## src/rtl/karatsuba_mul_sequencer.sv

```systemverilog
// Sequencer around iterative_karatsuba_32_16: operand FIFO, per-op reset pulse plus counted
// enable window, and a valid/ready product register.
module karatsuba_mul_sequencer #(
  parameter int DEPTH       = 2,
  parameter int MUL_LATENCY = 5,
  parameter int CNT_W       = 16
) (
  input  logic             clk,
  input  logic             rst,
  input  logic             in_valid,
  output logic             in_ready,
  input  logic [31:0]      in_a,
  input  logic [31:0]      in_b,
  output logic             out_valid,
  input  logic             out_ready,
  output logic [63:0]      out_data,
  output logic             mul_rst,
  output logic             mul_enable,
  output logic [31:0]      mul_a,
  output logic [31:0]      mul_b,
  input  logic [63:0]      mul_c,
  output logic             busy,
  output logic [CNT_W-1:0] ops_done
);

  localparam int AW = (DEPTH > 1) ? $clog2(DEPTH) : 1;
  localparam int CW = $clog2(MUL_LATENCY + 1);

  typedef enum logic [2:0] {
    IDLE    = 3'd0,
    LOAD    = 3'd1,
    RUN     = 3'd2,
    CAPTURE = 3'd3,
    HOLD    = 3'd4
  } state_t;

  state_t           state_q, state_d;
  logic [CW-1:0]    cnt_q, cnt_d;
  logic [63:0]      mem_q [DEPTH];
  logic [63:0]      mem_d [DEPTH];
  logic [AW-1:0]    wr_ptr_q, wr_ptr_d;
  logic [AW-1:0]    rd_ptr_q, rd_ptr_d;
  logic [AW:0]      count_q, count_d;
  logic             in_ready_q, in_ready_d;
  logic             busy_q, busy_d;
  logic             out_valid_q, out_valid_d;
  logic [63:0]      out_data_q, out_data_d;
  logic [31:0]      mul_a_q, mul_a_d;
  logic [31:0]      mul_b_q, mul_b_d;
  logic             mul_enable_q, mul_enable_d;
  logic [CNT_W-1:0] ops_done_q, ops_done_d;
  logic             push_s;
  logic             pop_s;
  logic             handoff_s;
  logic             out_free_s;
  logic             capture_s;

  assign handoff_s  = out_valid_q & out_ready;
  assign out_free_s = ~out_valid_q | out_ready;
  assign push_s     = in_valid & in_ready_q;

  // Sequencing FSM: issue, reset pulse, enable window, and product capture.
  always_comb begin
    state_d   = state_q;
    cnt_d     = cnt_q;
    pop_s     = 1'b0;
    capture_s = 1'b0;
    mul_a_d   = mul_a_q;
    mul_b_d   = mul_b_q;
    case (state_q)
      IDLE: begin
        if ((count_q != '0) && out_free_s) begin
          pop_s   = 1'b1;
          mul_a_d = mem_q[rd_ptr_q][63:32];
          mul_b_d = mem_q[rd_ptr_q][31:0];
          state_d = LOAD;
        end else begin
          state_d = IDLE;
        end
      end
      LOAD: begin
        cnt_d   = '0;
        state_d = RUN;
      end
      RUN: begin
        cnt_d = cnt_q + CW'(1);
        if (cnt_q == CW'(MUL_LATENCY - 1)) begin
          state_d = CAPTURE;
        end else begin
          state_d = RUN;
        end
      end
      CAPTURE, HOLD: begin
        // The multiplier is not enabled here, so mul_c stays frozen while parked in HOLD.
        if (out_free_s) begin
          capture_s = 1'b1;
          state_d   = IDLE;
        end else begin
          state_d   = HOLD;
        end
      end
      default: begin
        state_d = IDLE;
      end
    endcase
  end

  // Output register, hand-off counter and registered status outputs.
  always_comb begin
    out_valid_d = out_valid_q;
    out_data_d  = out_data_q;
    if (capture_s) begin
      out_valid_d = 1'b1;
      out_data_d  = mul_c;
    end else if (handoff_s) begin
      out_valid_d = 1'b0;
    end else begin
      out_valid_d = out_valid_q;
    end
    if (handoff_s) begin
      ops_done_d = ops_done_q + CNT_W'(1);
    end else begin
      ops_done_d = ops_done_q;
    end
    mul_enable_d = (state_d == RUN);
    in_ready_d   = (count_d != (AW + 1)'(DEPTH));
    busy_d       = (state_d != IDLE) | (count_d != '0);
  end

  // Operand FIFO: write port, pointers and occupancy.
  always_comb begin
    mem_d    = mem_q;
    wr_ptr_d = wr_ptr_q;
    rd_ptr_d = rd_ptr_q;
    if (push_s) begin
      mem_d[wr_ptr_q] = {in_a, in_b};
      wr_ptr_d        = wr_ptr_q + AW'(1);
    end else begin
      wr_ptr_d = wr_ptr_q;
    end
    if (pop_s) begin
      rd_ptr_d = rd_ptr_q + AW'(1);
    end else begin
      rd_ptr_d = rd_ptr_q;
    end
    case ({push_s, pop_s})
      2'b10:   count_d = count_q + (AW + 1)'(1);
      2'b01:   count_d = count_q - (AW + 1)'(1);
      default: count_d = count_q;
    endcase
  end

  // State register for FSM, datapath and FIFO.
  always_ff @(posedge clk or posedge rst) begin
    if (rst) begin
      state_q      <= IDLE;
      cnt_q        <= '0;
      for (int i = 0; i < DEPTH; i++) begin
        mem_q[i] <= 64'h0;
      end
      wr_ptr_q     <= '0;
      rd_ptr_q     <= '0;
      count_q      <= '0;
      in_ready_q   <= 1'b1;
      busy_q       <= 1'b0;
      out_valid_q  <= 1'b0;
      out_data_q   <= 64'h0;
      mul_a_q      <= 32'h0;
      mul_b_q      <= 32'h0;
      mul_enable_q <= 1'b0;
      ops_done_q   <= '0;
    end else begin
      state_q      <= state_d;
      cnt_q        <= cnt_d;
      mem_q        <= mem_d;
      wr_ptr_q     <= wr_ptr_d;
      rd_ptr_q     <= rd_ptr_d;
      count_q      <= count_d;
      in_ready_q   <= in_ready_d;
      busy_q       <= busy_d;
      out_valid_q  <= out_valid_d;
      out_data_q   <= out_data_d;
      mul_a_q      <= mul_a_d;
      mul_b_q      <= mul_b_d;
      mul_enable_q <= mul_enable_d;
      ops_done_q   <= ops_done_d;
    end
  end

  // The multiplier must see reset both during system reset and for the one LOAD cycle.
  assign mul_rst    = rst | (state_q == LOAD);
  assign in_ready   = in_ready_q;
  assign busy       = busy_q;
  assign out_valid  = out_valid_q;
  assign out_data   = out_data_q;
  assign mul_a      = mul_a_q;
  assign mul_b      = mul_b_q;
  assign mul_enable = mul_enable_q;
  assign ops_done   = ops_done_q;

endmodule

```

## config.mk

```make
export PLATFORM = sky130hd
export DESIGN_NAME = karatsuba_mul_sequencer
export DESIGN_NICKNAME = d
export VERILOG_FILES = /design/src/rtl/karatsuba_mul_sequencer.sv
export SDC_FILE = /design/constraint.sdc
export NUM_CORES = 1
export LEC_CHECK = 0
export BUFFER_PORTS_ARGS = -buffer_cell sky130_fd_sc_hd__buf_2
export CAP_MARGIN = 20
export CORE_ASPECT_RATIO = 0.5
export CORE_MARGIN = 2
export CORE_UTILIZATION = 40
export CTS_CLUSTER_SIZE = 24
export DETAILED_ROUTE_END_ITERATION = 10
export PLACE_DENSITY = 0.63
export REMOVE_ABC_BUFFERS = 1
export SKIP_LAST_GASP = 1
export SLEW_MARGIN = 30
export SYNTH_ARGS = -nofsm -noshare
export SYNTH_HDL_FRONTEND = slang
export SYNTH_SLANG_ARGS = --single-unit
```

## constraint.sdc

```tcl
create_clock -name clk -period 24.5 [get_ports clk]
set_input_delay 4.9 -clock clk [delete_from_list [all_inputs] [get_ports clk]]
set_output_delay 4.9 -clock clk [all_outputs]
set_load 0.02 [all_outputs]
```

==> key figures <==
Final layout
  • Final-stage net count: 1217
  • Synthesis-to-layout area growth: 24.2%
  • Post-route cell area: 14100 µm²
  • # diodes: 0
  • Layout cell share with drive strength beyond 1: 0.480

Setup path
  • Slowest CP cell: inv_8
  • Worst-path cell chain: buf_2 > inv_8 > o21ai_0 > buf_2
  • CP Capture Type: output pin
  • Critical R2R Launch: state_q[0]
  • Worst-case reg-to-reg path depth: 7
  • Instance count on the critical path: 4
  • Critical path class: in -> out
  • Bufs and invs on worst path: 3
  • Arr. time, crit path: 5.72 ns
  • Critical Path RT: 19.60 ns
  • Cell repeated most along the worst path: buf_2
  • CP Launch Type: input pin
  • End of the worst register-to-register path: busy
  • Crit path max-delay family: buffers and inverters
  • Max incr delay on CP: 0.32 ns
  • FF-to-FF setup slack: 21.86 ns
  • CP Max Fanout: 63

Clocking
  • Clock Sinks: 286
  • CTS tree: done
  • Clock Latency Late Sink: 0.54 ns
  • Clock buffer count from CTS: 27
  • Post-CTS Setup Bufs: 0
  • Post_cts resized: 0
  • Clock transition at path regs: 0.06 ns
  • CTS root buffer: clkbuf_16
  • Htree depth: 1
  • CTS Hold Bufs: 0
  • Max Root-Sink Buffers: 3

Drt
  • Routed len/inst: 16.6 µm
  • DRC Markers: 0
  • DR vias/cell: 4.81
  • WL final: 24.6 mm
  • ANT nets after route: 0
  • Initial DRC Count: 304
  • Vias: 7140
  • Drt pass-1 iters: 4

STA
  • RSZ-0062 raised after global routing: no
  • Achievable Freq: 94.2 MHz
  • Setup TNS: 0 ns
  • Slew @ Worst Pin: 0.943 ns
  • Final hold violations: 0
  • Worst relative slew slack: 0.371
  • Final period utilization: 0.433
  • Slew Viols, Final: 0
  • Final setup violation count: 0
  • Clk_skew: 0.00812 ns
  • Crit path time final: 10.62 ns

Placed design
  • Final RePlAce weighted congestion: 0.741
  • Port buffer count: 280
  • DP Area: 13100 µm²
  • Detailed placement HPWL: 16.4 mm

Floorplanning
  • Die area: 29800 µm²
  • Core Rows: 43
  • IO Count: 281
  • Chip height: 123 µm
  • Initial Util: 0.408
  • Die X: 242 µm
  • Core area: 27800 µm²

Yosys
  • Yosys warnings: 0
  • Synthesized netlist cell count: 805
  • Seq cells post-synth: 286
  • Seq/Total Area, Yosys: 0.632
  • Mapped Area: 11300 µm²
  • Synth async-reset ratio: 1.00
  • Syn Area/Cell: 14.1 µm²
  • Number of flops mapped to enable cells by yosys: 0
  • Synth Flop Type: dfrtp_1
  • Yosys cell types: 33

Min path
  • Worst hold path class: reg -> reg
  • Cell depth of the worst hold path: 1
  • Hold endpoint: ops_done[15]
  • Hold path start: ops_done[15]

GRT
  • First-pass GRT wire length: 39.2 mm
  • Vias in the first global route: 7598
  • Total track usage: 0.164
  • Congestion Overflow GR: 0
  • Largest net degree at the start of global routing: 84
  • Antenna violations before repair: 0

Run status
  • Run status: completed

Power and ir drop
  • VDD IR-drop max: 0.0000750 V
  • Power per cell area: 149 nW/µm²
  • Leakage: 0.00661 µW

Job
  • Max-cap viol count: 0
[layout make-up]
class,count,area (µm²)
Tap cell,382,478
Clock buffer,39,771
Fill cell,2511,13700
Multi-Input combinational cell,469,3950
Timing Repair Buffer,288,1490
Clock inverter,10,185
Inverter,9,41.3
Sequential cell,286,7160
[Yosys cell counts, types with 6 or more instances]
cell        n  area (µm²)
xnor2_1    10        87.6
mux2i_1    65         651
dfrtp_1   285        7130
a21oi_1    66         330
xor2_1      9        78.8
mux2_2    189        2130
nor2_1     76         285
clkbuf_1   14        52.6
buf_2      16        80.1
nand2_1    13        48.8
inv_1       9        33.8
nand3_1     6        30.0
[worst max path at each step]
| stage | startpoint | to | slack, ns |
|---|---|---|---|
| CTS | rst | mul_rst | 13.85 |
| global route | rst | mul_rst | 13.77 |
| finish | rst | mul_rst | 13.88 |
| floorplan | rst | mul_rst | 6.76 |
| global placement | rst | mul_rst | 13.86 |
| detailed placement | rst | mul_rst | 13.87 |
[power by group]
group / total (µW) / leakage (µW) / switching (µW) / internal, µW
Combinational: 815 / 0.00280 / 449 / 366
Clock: 451 / 0.000465 / 180 / 272
Sequential: 837 / 0.00335 / 128 / 709
Total: 2100 / 0.00661 / 756 / 1350
[routing by layer]
metal | GRT usage | up-vias | share of wire
met2 | 0.303 | 120 | 0.52
met4 | 0.0355 | 0 | 0.017
met3 | 0.0356 | 30 | 0.038
li1 | - | 3356 | -
met1 | 0.199 | 3634 | 0.42
met5 | 0 | - | 0
[logic make-up (layout without fill, tap and decap cells)]
family                     count (synthesis)  in the layout  synth area share
AOI/OAI and AO/OA                         78             78            0.0373
xor gates and xnor gates                  19             19            0.0147
adders and majority gates                  4              4           0.00442
buffers and inverters                     50            346            0.0216
DFF                                      286            286             0.632
muxes                                    258            258             0.249
and+or+nand+nor                          110            110            0.0410
[cells in the final DEF, fill, tap and decap left out, drive strengths merged, types with 2 or more instances in the layout]
master	count
a21oi	67
inv	11
nand2	13
a22oi	2
mux2i	65
or2	2
clkinv	2
nand3	6
buf	288
nand4	5
nor2	76
xor2	9
dfrtp	285
nand2b	2
bufinv	5
mux2	193
clkbuf	39
xnor2	10
a21o	2
o21ai	5
ha	4
[stage by stage]
step           hold slack [ns]  cells  total power, µW  setup WS [ns]   util
2_1_floorplan            0.461    764             1420           6.76      -
3_3_place_gp             0.459   1433             1640          13.86  0.471
3_5_place_dp             0.462   1434             1680          13.87  0.473
4_1_cts                  0.475   1483             2140          13.85  0.507
5_1_grt                  0.500   1483             2250          13.77  0.507
6_report                 0.469   1483             2100          13.88  0.507
[sequential cells by signal (all words and copies together) (netlist names)]
name        flops
busy            1
state_q         3
mul_b          32
wr_ptr_q        1
out_valid       1
rd_ptr_q        1
ops_done       16
cnt_q           3
mul_enable      1
out_data       64
in_ready        1
mem_q         128
count_q         2
mul_a          32
No activity file was read; power rests on OpenSTA's default activity.
